File: config.mk
export PLATFORM = sky130hd
export DESIGN_NAME = deserializer_flat
export DESIGN_NICKNAME = d
export VERILOG_FILES = /design/src/rtl/ddr_pkg.sv /design/src/rtl/deserializer_if.sv /design/src/rtl/deserializer_frame_assembler.sv /design/src/rtl/deserializer.sv /design/src/flat_wrapper.sv
export SDC_FILE = /design/constraint.sdc
export NUM_CORES = 1
export LEC_CHECK = 0
export ABC_AREA = 1
export CAP_MARGIN = 40
export CORE_MARGIN = 2
export CORE_UTILIZATION = 30
export CTS_CLUSTER_SIZE = 16
export DETAILED_ROUTE_END_ITERATION = 6
export MAX_ROUTING_LAYER = met4
export PLACE_DENSITY = 0.5
export RECOVER_POWER = 50
export SYNTH_ARGS = -nofsm -noshare
export SYNTH_HDL_FRONTEND = slang
export SYNTH_HIERARCHICAL = 1
export SYNTH_SLANG_ARGS = --single-unit
File: constraint.sdc
create_clock -name high_speed_clock -period 2.1 [get_ports high_speed_clock]
set_input_delay 0.63 -clock high_speed_clock [delete_from_list [all_inputs] [get_ports high_speed_clock]]
set_output_delay 0.63 -clock high_speed_clock [all_outputs]
set_load 0.05 [all_outputs]
File: src/rtl/ddr_pkg.sv
// Shared definitions for the serializer/deserializer link: FSM encoding,
// default training word and a saturating counter helper.
package ddr_pkg;

   typedef enum logic [1:0] {
      HUNT   = 2'd0,
      CHECK  = 2'd1,
      LOCKED = 2'd2
   } state_e;

   // Lane 0 (0x96) is sent first and appears in no other lane.
   localparam logic [31:0] DEFAULT_TRAIN_PATTERN = 32'hA53C0F96;

   function automatic logic [7:0] sat_inc8(input logic [7:0] value);
      return (value == 8'hFF) ? value : value + 8'd1;
   endfunction

endpackage

File: src/rtl/deserializer_if.sv
// Lane-stream and frame-output bundle of the deserializer. The master side
// drives the lane stream; the slave side (the deserializer) returns frames.
interface deserializer_if #(
   parameter int D = 8,
   parameter int S = 4
);

   logic [D-1:0]   data_in;
   logic           realign;
   logic [D*S-1:0] data_out;
   logic           data_valid;
   logic           aligned;
   logic [7:0]     slip_count;

   modport master (
      output data_in, realign,
      input  data_out, data_valid, aligned, slip_count
   );

   modport slave (
      input  data_in, realign,
      output data_out, data_valid, aligned, slip_count
   );

endinterface

File: src/rtl/deserializer_frame_assembler.sv
// Lane counter and partial-frame storage; presents the completed frame
// combinationally on the cycle its last lane arrives.
module frame_assembler #(
   parameter int D = 8,
   parameter int S = 4
) (
   input  logic           clk,
   input  logic           reset,
   input  logic           clear,
   input  logic           load_lane0,
   input  logic           advance,
   input  logic [D-1:0]   data_in,
   output logic           frame_done,
   output logic [D*S-1:0] frame
);

   localparam int              LW        = $clog2(S);
   localparam logic [LW-1:0]   LANE_LAST = LW'(S - 1);

   // The last lane is never stored: it goes straight onto the frame bus.
   logic [LW-1:0]        lane_q, lane_d;
   logic [(S-1)*D-1:0]   frame_sr_q, frame_sr_d;

   // NOTE: every always_comb output gets a default first, so no path leaves it unassigned and no latch is inferred.
   always_comb begin
      lane_d     = lane_q;
      frame_sr_d = frame_sr_q;
      if (clear) begin
         lane_d = '0;
      end else if (load_lane0) begin
         frame_sr_d[D-1:0] = data_in;
         lane_d            = LW'(1);
      end else if (advance) begin
         for (int k = 0; k < S - 1; k++) begin
            if (lane_q == LW'(k)) frame_sr_d[k*D +: D] = data_in;
         end
         lane_d = lane_q + 1'b1;
      end
   end

   assign frame_done = advance && (lane_q == LANE_LAST);
   assign frame      = {data_in, frame_sr_q};

   // NOTE: non-blocking assignments here so every flop samples pre-edge values regardless of statement order.
   always_ff @(posedge clk) begin
      // NOTE: the lane storage shares the counter's reset branch; leaving it unreset in this block would turn reset into a load-enable on those bits.
      if (reset) begin
         lane_q     <= '0;
         frame_sr_q <= '0;
      end else begin
         lane_q     <= lane_d;
         frame_sr_q <= frame_sr_d;
      end
   end

endmodule

File: src/rtl/deserializer.sv
// Lane-to-frame deserializer: hunts for the training word, locks after
// LOCK_FRAMES clean training frames, then emits one frame every S cycles.
module deserializer
   import ddr_pkg::*;
#(
   parameter int               D             = 8,
   parameter int               S             = 4,
   parameter logic [D*S-1:0]   TRAIN_PATTERN = DEFAULT_TRAIN_PATTERN,
   parameter int               LOCK_FRAMES   = 2
) (
   input logic           high_speed_clock,
   input logic           reset,
   deserializer_if.slave bus
);

   localparam int            MW         = $clog2(LOCK_FRAMES) + 1;
   localparam logic [MW-1:0] MATCH_LAST = MW'(LOCK_FRAMES - 1);

   state_e         state_q, state_d;
   logic [MW-1:0]  match_q, match_d;
   logic [D*S-1:0] data_out_q, data_out_d;
   logic           data_valid_q, data_valid_d;
   logic           aligned_q, aligned_d;
   logic [7:0]     slip_count_q, slip_count_d;

   logic           load_lane0;
   logic           advance;
   logic           frame_done;
   logic [D*S-1:0] frame;

   // realign masks both assembler controls so it wins over a completing frame.
   assign load_lane0 = (state_q == HUNT) && !bus.realign
                       && (bus.data_in == TRAIN_PATTERN[D-1:0]);
   assign advance    = (state_q != HUNT) && !bus.realign;

   frame_assembler #(
      .D (D),
      .S (S)
   ) u_frame_assembler (
      .clk        (high_speed_clock),
      .reset      (reset),
      .clear      (bus.realign),
      .load_lane0 (load_lane0),
      .advance    (advance),
      .data_in    (bus.data_in),
      .frame_done (frame_done),
      .frame      (frame)
   );

   always_comb begin
      state_d      = state_q;
      match_d      = match_q;
      data_out_d   = data_out_q;
      data_valid_d = 1'b0;
      aligned_d    = aligned_q;
      slip_count_d = slip_count_q;
      if (bus.realign) begin
         state_d   = HUNT;
         match_d   = '0;
         aligned_d = 1'b0;
      end else begin
         case (state_q)
            HUNT: begin
               if (load_lane0) begin
                  state_d = CHECK;
                  match_d = '0;
               end
            end
            CHECK: begin
               if (frame_done) begin
                  if (frame == TRAIN_PATTERN) begin
                     if (match_q == MATCH_LAST) begin
                        state_d   = LOCKED;
                        aligned_d = 1'b1;
                     end else begin
                        match_d = match_q + 1'b1;
                     end
                  end else begin
                     state_d      = HUNT;
                     slip_count_d = sat_inc8(slip_count_q);
                  end
               end
            end
            LOCKED: begin
               // Payload is passed through unchecked; lock is only left via realign or reset.
               if (frame_done) begin
                  data_out_d   = frame;
                  data_valid_d = 1'b1;
               end
            end
            default: state_d = HUNT;
         endcase
      end
   end

   always_ff @(posedge high_speed_clock) begin
      if (reset) begin
         state_q      <= HUNT;
         match_q      <= '0;
         data_out_q   <= '0;
         data_valid_q <= 1'b0;
         aligned_q    <= 1'b0;
         slip_count_q <= '0;
      end else begin
         state_q      <= state_d;
         match_q      <= match_d;
         data_out_q   <= data_out_d;
         data_valid_q <= data_valid_d;
         aligned_q    <= aligned_d;
         slip_count_q <= slip_count_d;
      end
   end

   assign bus.data_out   = data_out_q;
   assign bus.data_valid = data_valid_q;
   assign bus.aligned    = aligned_q;
   assign bus.slip_count = slip_count_q;

endmodule
File: src/flat_wrapper.sv
// flat-port wrapper written by rule: the top's interface ports become plain ports
module deserializer_flat import ddr_pkg::*;
#(
   parameter int               D             = 8,
   parameter int               S             = 4,
   parameter logic [D*S-1:0]   TRAIN_PATTERN = DEFAULT_TRAIN_PATTERN,
   parameter int               LOCK_FRAMES   = 2
)
  (high_speed_clock, reset, bus_data_in, bus_realign, bus_data_out, bus_data_valid, bus_aligned, bus_slip_count);
  deserializer_if #(.D(D), .S(S)) bus_i ();
  input logic high_speed_clock;
  input logic reset;
  input wire logic [$bits(bus_i.data_in)-1:0] bus_data_in;
  input wire logic [$bits(bus_i.realign)-1:0] bus_realign;
  output wire logic [$bits(bus_i.data_out)-1:0] bus_data_out;
  output wire logic [$bits(bus_i.data_valid)-1:0] bus_data_valid;
  output wire logic [$bits(bus_i.aligned)-1:0] bus_aligned;
  output wire logic [$bits(bus_i.slip_count)-1:0] bus_slip_count;
  assign bus_i.data_in = bus_data_in;
  assign bus_i.realign = bus_realign;
  assign bus_data_out = bus_i.data_out;
  assign bus_data_valid = bus_i.data_valid;
  assign bus_aligned = bus_i.aligned;
  assign bus_slip_count = bus_i.slip_count;
  deserializer #(.D(D), .S(S), .TRAIN_PATTERN(TRAIN_PATTERN), .LOCK_FRAMES(LOCK_FRAMES)) u_core (.high_speed_clock(high_speed_clock), .reset(reset), .bus(bus_i));
endmodule
==> run_results.csv <==
group,metric,value,unit
status,status,"finished clean",
detailed_routing,wl_per_cell,12.86,um
global_route,antenna_found_initial,0,
finish,finalNonFillerCells,704,
timing,hold-worst-slack,0.4566,ns
setup_path,end_kind,"flip-flop",
global_route,overflow,0,
timing,setup-violations-final,0,
timing,rsz0062_at_grt,"no",
setup_path,rrSetupSlack,0.22,ns
clock_tree,numCtsBuffers,9,
timing,period_minus_slack,1.972,ns
timing,setup_tns,0,ns
placed_design,portBuffers,52,
synthesis,synth-edff-count,0,
synthesis,synth.avg_cell_area,7.287,um^2
clock_tree,cts_root_buffer,"clkbuf_16",
global_route,grtUsageTotal,14.89,%
detailed_routing,via_per_inst,4.521,
power,powerDensity,669.4,nW/um^2
global_route,grt_pass1_wl,14.59,mm
synthesis,syn_inst,484,
placed_design,dp.cells,686,
setup_path,cp_data_arrival_time,2.18,ns
floorplan,pin_count,53,
finish,nNetsFinal,574,
detailed_routing,drc,0,
detailed_routing,first_pass_iters,4,
timing,skew,0.005593,ns
clock_tree,clkTransAtPathRegs,0.06,ns
placed_design,gp_congestion,0.8354,
detailed_routing,drt_wl_total,9.052,mm
finish,diodes,0,
clock_tree,clkLatencyLatePin,0.32,ns
synthesis,ys_seq_area_share,40.87,%
clock_tree,clockBufferDepth,2,
timing,worstMarginPinSlew,0.6325,ns
synthesis,syn_area,3527,um^2
finish,area_growth,23.55,%
floorplan,core-area,11470,um^2
power,vdd_drop_max,0.3626,mV
power,cellLeakagePower,0.001891,uW
floorplan,fp.dieW,112.4,um
clock_tree,cts_max_level,3,
floorplan,fp.dieH,112.4,um
setup_path,worstSetupPathType,"input port to flip-flop",
finish,drive_gt1_share,16.93,%
detailed_routing,vias,3183,
floorplan,die_area,12640,um^2
timing,clock.fmax,507.1,MHz
placed_design,dp_hpwl,6.693,mm
clock_tree,postCtsHoldBufs,0,
clock_tree,cts_tree,"yes",
synthesis,synthFlopType,"dfxtp_1",
synthesis,async_flop_share,0,%
timing,timing.final.crit_share,93.91,%
global_route,grt_pass1_vias,2937,
synthesis,synth_warnings,6,
synthesis,yosys.cell_types.count,31,
global_route,grt_max_degree,47,
setup_path,crit_fanout,5,
setup_path,cp.required,2.31,ns
power,power,2917,uW
timing,report.final.slew_viol_count,0,
synthesis,syn_nets,501,
synthesis,synth-seq-cells,72,
floorplan,std_cell_rows,39,
detailed_routing,drt_iter0_drc,212,
run,max_cap_violations,0,
timing,hold_violations,0,
setup_path,cp-start-kind,"input port",
clock_tree,numClockSinks,72,
detailed_routing,ant_nets,0,
hold_path,holdCritPathClass,"flip-flop to flip-flop",
floorplan,start_util,30.76,%
timing,slew_headroom,58.02,%
==> state kept, by name, summed over array words and instances, names as in the netlist <==
| name | flops |
|---|---|
| u_core/u_frame_assembler/frame_sr_q | 24 |
| u_core/bus.data_out | 32 |
| u_core/u_frame_assembler/lane_q | 2 |
| u_core/bus.data_valid | 1 |
| u_core/bus.aligned | 1 |
| u_core/match_q | 2 |
| u_core/bus.slip_count | 8 |
| u_core/state_q | 2 |
==> logic make-up (layout without fill, tap and decap cells) <==
kind of cell               Yosys count  count (layout)  synth area share (%)
AOI/OAI and AO/OA                   74              75                 11.32
xor gates and xnor gates             5               5                 1.242
adders and majority gates            6               6                 2.128
buffers and inverters               86             161                 11.67
DFF                                 72              72                 40.87
and+or+nand+nor                    241             242                 32.78
==> metrics by stage <==
stage	instance area, um^2	worst slack, ns	utilization, %
2_1_floorplan	3527	0.1215	-
3_3_place_gp	4197	-0.2869	36.60
3_5_place_dp	4197	-0.3053	36.60
4_1_cts	4471	0.02602	38.99
5_1_grt	4358	0.003245	38.00
6_report	4358	0.1278	38.00
==> cell type report <==
| class | instances | area [um^2] |
|---|---|---|
| Fill cell | 1226 | 7109 |
| Multi-Input combinational cell | 328 | 1709 |
| Sequential cell | 72 | 1441 |
| Timing Repair Buffer | 85 | 523.0 |
| Clock buffer | 12 | 256.5 |
| Inverter | 61 | 231.5 |
| Tap cell | 143 | 178.9 |
| Clock inverter | 3 | 17.52 |
==> report_power, final <==
group | total [uW] | internal [uW] | switching (uW)
registers | 1370 | 1370 | 0.596
clock network | 1400 | 853 | 549
logic | 147 | 60.5 | 86.7
total | 2920 | 2280 | 636
==> worst max-delay path: stages <==
cell and delay (ns):
clkdlybuf4s50_1 0.46, buf_4 0.16, inv_1 0.08, nand2_1 0.06, nor2_2 0.10, nand2_1 0.10, nor2_4 0.18, buf_4 0.14
nand2_2 0.08, nand4_1 0.11, a21oi_1 0.08
==> routing by layer <==
metal	vias up	routed length, um	share of wire [%]	GRT usage (%)
met5	-	0	0	-
met4	0	61	0.67	5.366
met3	4	287	3.2	2.646
met2	45	3932	43	21.93
met1	1459	4771	53	20.52
li1	1675	-	-	-
==> timing repair <==
action	CTS	global route
resized for setup	0	8
endpoints found under the hold margin	0	0
setup endpoints to repair	0	21
buffers inserted	0	1
==> worst paths after layout <==
check | startpoint | to | cells after the start
worst max-delay path | bus_data_in[6] | u_core/bus.slip_count[4]$_SDFFE_PP0P_ | 11
worst min-delay path | u_core/u_frame_assembler/frame_sr_q[15]$_SDFFE_PP0P_ | u_core/bus.data_out[15]$_SDFFE_PP0P_ | 2
worst max register to register | u_core/state_q[0]$_SDFFE_PP0P_ | u_core/bus.data_out[22]$_SDFFE_PP0P_ | 13
worst min register to register | u_core/u_frame_assembler/frame_sr_q[15]$_SDFFE_PP0P_ | u_core/bus.data_out[15]$_SDFFE_PP0P_ | 2
==> cells in the final DEF (no fill, tap or decap), types with 2 or more instances in the layout <==
| cell | instances |
|---|---|
| nor2_1 | 87 |
| nand2_1 | 78 |
| dfxtp_1 | 72 |
| inv_1 | 54 |
| clkbuf_1 | 41 |
| a21oi_1 | 35 |
| o21ai_0 | 34 |
| buf_4 | 32 |
| nand3_1 | 28 |
| nand4_1 | 12 |
| nor2_2 | 12 |
| clkbuf_16 | 9 |
| clkdlybuf4s50_1 | 9 |
| inv_2 | 6 |
| ha_1 | 6 |
| nand2_2 | 5 |
| nand2_4 | 5 |
| xor2_1 | 5 |
| nor2_4 | 4 |
| nand3_2 | 3 |
| a21oi_2 | 3 |
| clkinv_2 | 2 |
| clkbuf_8 | 2 |
| clkbuf_2 | 2 |
| nor2_8 | 2 |
==> cells in the mapped netlist (2+ instances only) <==
cell type  instances  area, um^2
inv_2              6       22.52
nor2_1            91       341.6
nand2_2            5       31.28
clkbuf_1           4       15.01
buf_6              4       45.04
nand4_1           12       75.07
nor2_2             8       50.05
inv_1             54       202.7
dfxtp_1           72        1441
a21oi_2            3       26.28
o21ai_0           34       170.2
ha_1               6       75.07
buf_2              6       30.03
nand2_4            6       67.56
nand2_1           77       289.0
xor2_1             5       43.79
buf_4             10       75.07
nor2_4             4       45.04
nand3_1           28       140.1
a21oi_1           35       175.2
nand3_2            3       30.03
nor2_8             2       40.04
Power figures use the tool's default switching activity.
==> RTL edit 1: new RTL, same settings <==
`S` is set to 4 in 4 places; all go to 16.
--- a/src/rtl/deserializer_if.sv
+++ b/src/rtl/deserializer_if.sv
@@ -2,7 +2,7 @@
 // drives the lane stream; the slave side (the deserializer) returns frames.
 interface deserializer_if #(
    parameter int D = 8,
-   parameter int S = 4
+   parameter int S = 16
 );
 
    logic [D-1:0]   data_in;
--- a/src/rtl/deserializer_frame_assembler.sv
+++ b/src/rtl/deserializer_frame_assembler.sv
@@ -2,7 +2,7 @@
 // combinationally on the cycle its last lane arrives.
 module frame_assembler #(
    parameter int D = 8,
-   parameter int S = 4
+   parameter int S = 16
 ) (
    input  logic           clk,
    input  logic           reset,
--- a/src/rtl/deserializer.sv
+++ b/src/rtl/deserializer.sv
@@ -4,7 +4,7 @@
    import ddr_pkg::*;
 #(
    parameter int               D             = 8,
-   parameter int               S             = 4,
+   parameter int               S             = 16,
    parameter logic [D*S-1:0]   TRAIN_PATTERN = DEFAULT_TRAIN_PATTERN,
    parameter int               LOCK_FRAMES   = 2
 ) (
--- a/src/flat_wrapper.sv
+++ b/src/flat_wrapper.sv
@@ -2,7 +2,7 @@
 module deserializer_flat import ddr_pkg::*;
 #(
    parameter int               D             = 8,
-   parameter int               S             = 4,
+   parameter int               S             = 16,
    parameter logic [D*S-1:0]   TRAIN_PATTERN = DEFAULT_TRAIN_PATTERN,
    parameter int               LOCK_FRAMES   = 2
 )
Ports: changed (resized bus_data_out); port bits go from 53 to 149. The function was not compared with the original's and may differ.
==> RTL edit 1 against the original RTL <==
  * Die area grew to 3.1 times the old value
  * Largest cell class is now registers
  * Utilization grew 1.1 points
  * Global-route usage up 3.9 points
  * Setup slack worse by 0.027 ns
  * Total power rose to 3.7 times the old value
  * Synthesized area grew to 3.2 times the old value
  * Sequential cell count rose by 194
  * Clock power rose to 3.8 times the old value
  * Design area grew to 3.4 times the old value
  * Synthesized cell count grew to 3.4 times the old value
  * Worst hold slack gained 0.012 ns
  * First-iteration DRC count rose to 3.5 times the old value
  * Routed wire length rose to 4.1 times the old value
  * Critical path depth down 1
==> RTL edit 1: results (changes against the original RTL) <==
** Status
- Result of the run: finished, final reports clean (unchanged).

** Final layout
- Largest register FFs :: 128 (was 32)
- The net total in the final layout came to 1854 (was 574).
- Filler cells :: 4056 (was 1226)

** GRT
- The maximum number of pins on one net before global-route repair came to 66 (was 47).
- Overall track demand over capacity in global routing :: 0.1882 (was 0.1489)

** Power and ir drop
- Peak supply drop :: 595.2 uV (was 362.6 uV)
- The leakage component of the power is 6.615 nW (was 1.891 nW).

** Clocking
- The number of CTS-inserted buffers came to 31 (was 9).
- The number of post-CTS setup repair buffers is 3 (was 0).
- Maximum level of the CTS H-tree :: 1 (was 3)
- The maximum clock insertion buffer count is 3 (was 2).

** Placed design
- Number of placed cells counting well taps :: 2306 (was 686)
- The final RePlAce weighted congestion was 0.8430 (was 0.8354).
- The cell area after placement came to 13750 um^2 (was 4197 um^2).

** Logic synthesis
- Most numerous cell types in the synthesized netlist: 465 x nor2_1, 266 x dfxtp_1, 266 x nand2_1, 113 x inv_1, 100 x a21oi_1 (was 91 x nor2_1, 77 x nand2_1, 72 x dfxtp_1, 54 x inv_1, 35 x a21oi_1).
- The number of distinct standard cells referenced by the synthesized netlist is 30 (was 31).
- Post-Syn Area per Cell :: 6.952 um^2 (was 7.287 um^2)

** Drt
- Vias :: 10977 (was 3183)
- First DRT Iteration DRCs :: 751 (was 212)

** Critical path
- The gate family responsible for the most delay along the worst path was simple AND/OR/NAND/NOR gates (was buffers and inverters).
- Slack of the worst reg-to-reg path :: 0.11 ns (was 0.22 ns)
- The maximum fanout count along the critical path was 16 (was 5).

** STA
- The worst-case clock skew was 0.009153 ns (was 0.005593 ns).
- The measured slew at the worst slew-check pin came to 0.6339 ns (was 0.6325 ns).
-- RTL edit 1: changes by cell type in the layout (fill, tap and decap cells not counted), moves of 32 or more --
cell	unedited run	this run
buf_4	32	86
o21ai_1	0	39
o21ai_0	34	94
clkbuf_1	41	9
nor2_1	87	455
nand4_1	12	89
dfxtp_1	72	263
a21oi_1	35	100
inv_1	54	110
nand2_1	78	264
clkbuf_2	2	137
-- RTL edit 1: tightest hold or removal path, delay by kind of cell, from the launching register on --
| kind | cells | cell delay, ns |
|---|---|---|
| simple gates | 1 | 0.06 |
| compound gates | 1 | 0.06 |
| flops | 1 | 0.30 |
-- RTL edit 1: cells by family after synthesis --
| group | Yosys count | share of synthesized area |
|---|---|---|
| simple gates | 905 | 0.3330 |
| flops | 266 | 0.4668 |
| compound gates | 236 | 0.1043 |
| buf+inv | 222 | 0.08478 |
| xor+xnor | 6 | 0.004607 |
| fa+ha+maj | 6 | 0.006580 |
-- RTL edit 1: layout make-up --
| class | count | area, um^2 | share of cell area |
|---|---|---|---|
| Tap cell | 511 | 639.4 | 0.04349 |
| Antenna cell | 1 | 2.502 | 0.0001702 |
| Inverter | 120 | 450.4 | 0.03064 |
| Multi-Input combinational cell | 1153 | 5207 | 0.3542 |
| Clock inverter | 9 | 103.9 | 0.007064 |
| Timing Repair Buffer | 265 | 2090 | 0.1421 |
| Clock buffer | 45 | 878.3 | 0.05975 |
| Sequential cell | 266 | 5329 | 0.3625 |
-- RTL edit 1: metal layers --
layer  track usage  wire length (um)  vias to the layer above
met5             -                 0                        -
li1              -                 -                     5658
met4       0.06689              1251                        0
met2        0.2962             16780                      229
met3       0.02526              1383                       75
met1        0.2477             17670                     5015
==> RTL edit 2: new RTL, config.mk and constraints unchanged <==
Without the edit above. Reset style: asynchronous (`reset`), changed in 2 clocked blocks.
--- a/src/rtl/deserializer_frame_assembler.sv
+++ b/src/rtl/deserializer_frame_assembler.sv
@@ -42,7 +42,7 @@
    assign frame      = {data_in, frame_sr_q};
 
    // NOTE: non-blocking assignments here so every flop samples pre-edge values regardless of statement order.
-   always_ff @(posedge clk) begin
+   always_ff @(posedge clk or posedge reset) begin
       // NOTE: the lane storage shares the counter's reset branch; leaving it unreset in this block would turn reset into a load-enable on those bits.
       if (reset) begin
          lane_q     <= '0;
--- a/src/rtl/deserializer.sv
+++ b/src/rtl/deserializer.sv
@@ -93,7 +93,7 @@
       end
    end
 
-   always_ff @(posedge high_speed_clock) begin
+   always_ff @(posedge high_speed_clock or posedge reset) begin
       if (reset) begin
          state_q      <= HUNT;
          match_q      <= '0;
Formal check against the unedited RTL: differs if reset is asserted again (counterexample within 10 cycles, from zero or initial values and one cycle with reset high); with reset held inactive, the same outputs for 10 cycles.
==> RTL edit 2 against the original RTL <==
  * The run now ends with DRC left
  * Critical endpoint is now u_core/u_frame_assembler/frame_sr_q[10]
  * Total power up 3.8%
  * Design area rose by 5.0%
  * Sequential cell count unchanged
  * Largest cell class is now registers
  * Global-route usage shrank 0.056 points
  * Synthesized area rose by 0.82%
  * Routed wire length shrank 6.5%
  * Non-clock buffer count increased by 1
  * Setup slack got worse by 0.035 ns
==> RTL edit 2: results (changes against the original RTL) <==
** Final layout
- The count of filler cells inserted in the layout came to 1199 (was 1226).
- Non-clk buf share :: 0.1406 (was 0.1200)
- Area of the multi-input gates :: 1455 um^2 (was 1709 um^2)
- Nets :: 527 (was 574)
- The share of the final layout cell area in sequential cells came to 0.3938 (was 0.3307).
- Nonclk inv count :: 56 (was 61)
- The final cell count without fillers was 658 (was 704).
- Layout cell share with drive strength beyond 1 :: 0.2233 (was 0.1693)
- Multi-Input Combinational :: 285 (was 328)
- Clk cell area share :: 0.06262 (was 0.06288)

** Critical path
- The maximum fanout count along the critical path came to 16 (was 5).
- The flop-to-flop setup slack is 0.40 ns (was 0.22 ns).
- The startpoint of the most critical setup path is bus_data_in[3] (was bus_data_in[6]).
- Arrival time worst endpoint :: 2.22 ns (was 2.18 ns)

** Placed design
- Routability Congestion :: 0.8129 (was 0.8354)
- The pre-CTS worst setup slack was -0.3461 ns (was -0.3053 ns).
- Number of placed cells counting well taps :: 641 (was 686)

** Logic synthesis
- The cell count after synthesis was 431 (was 484).
- Area contributors post-synth: dfrtp_1 51%, nand2_1 16%, inv_1 5.3% (was dfxtp_1 41%, nor2_1 9.7%, nand2_1 8.2%).
- The synthesized netlist net count is 448 (was 501).
- Most numerous cell types in the synthesized netlist :: 152 x nand2_1, 72 x dfrtp_1, 50 x inv_1, 33 x nor2_1, 23 x o21ai_1 (was 91 x nor2_1, 77 x nand2_1, 72 x dfxtp_1, 54 x inv_1, 35 x a21oi_1)
- Distinct cells, synth :: 26 (was 31)
- Sequential fraction of the synthesis area :: 0.5067 (was 0.4087)

** STA
- The minimum clock period was 2.007 ns (was 1.972 ns).
- The measured slew at the worst slew-check pin came to 1.190 ns (was 0.6325 ns).
- Final setup skew :: 0.004196 ns (was 0.005593 ns)

** Power and ir drop
- Peak supply drop :: 320.6 uV (was 362.6 uV)
- The leakage component of the power came to 2.315 nW (was 1.891 nW).

** Status
- Result of the run :: finished, violations left (was finished, final reports clean)
- Failing checks :: DRC

** Drt
- The number of detailed-route iterations in the first pass is 6 (was 4).
- Count of unresolved DRC violations after routing :: 5 (was 0)
RTL edit 2: cells by family after synthesis:
kind of cell,synth area share
and+or+nand+nor,0.2734
buffers and inverters,0.09535
DFF,0.5067
AOI/OAI and AO/OA,0.08656
xor gates and xnor gates,0.01689
adders and majority gates,0.02111
RTL edit 2: power by group:
part           internal, mW  switching, mW
Combinational        0.0574         0.0971
Clock                 0.895          0.562
Sequential             1.40         0.0134
Total                  2.36          0.673
RTL edit 2: critical path, stage by stage:
cell	delay [ns]
clkdlybuf4s50_1	0.57
nor3_2	0.07
nand2_1	0.10
nor3_2	0.04
buf_4	0.15
buf_12	0.12
nor2_4	0.22
nand2_8	0.15
nand2_1	0.11
o21ai_2	0.06
RTL edit 2: how the worst min path moves through the flow:
stage | from | to | slack (ns) | cells after the start
floorplan | u_core/match_q[1] | u_core/match_q[1] | 0.44 | 2
global placement | u_core/bus.data_out[24] | u_core/bus.data_out[24] | 0.45 | 2
detailed placement | u_core/match_q[1] | u_core/match_q[1] | 0.46 | 2
CTS | u_core/match_q[1] | u_core/match_q[1] | 0.47 | 2
global route | u_core/match_q[1] | u_core/match_q[1] | 0.49 | 2
finish | u_core/bus.data_out[8] | u_core/bus.data_out[8] | 0.47 | 2
RTL edit 2: layer usage:
| layer | routed length, um | share of wire | vias up | track usage |
|---|---|---|---|---|
| met5 | 0 | 0 | - | - |
| met4 | 108 | 0.013 | 0 | 0.05935 |
| met3 | 206 | 0.024 | 8 | 0.02410 |
| met2 | 3808 | 0.45 | 35 | 0.2161 |
| met1 | 4344 | 0.51 | 1316 | 0.2072 |
| li1 | - | - | 1495 | - |
RTL edit 2: repair_timing:
item / CTS / global route
setup endpoints to repair: 0 / 36
gates resized for setup: 0 / 9
setup buffers: 0 / 1
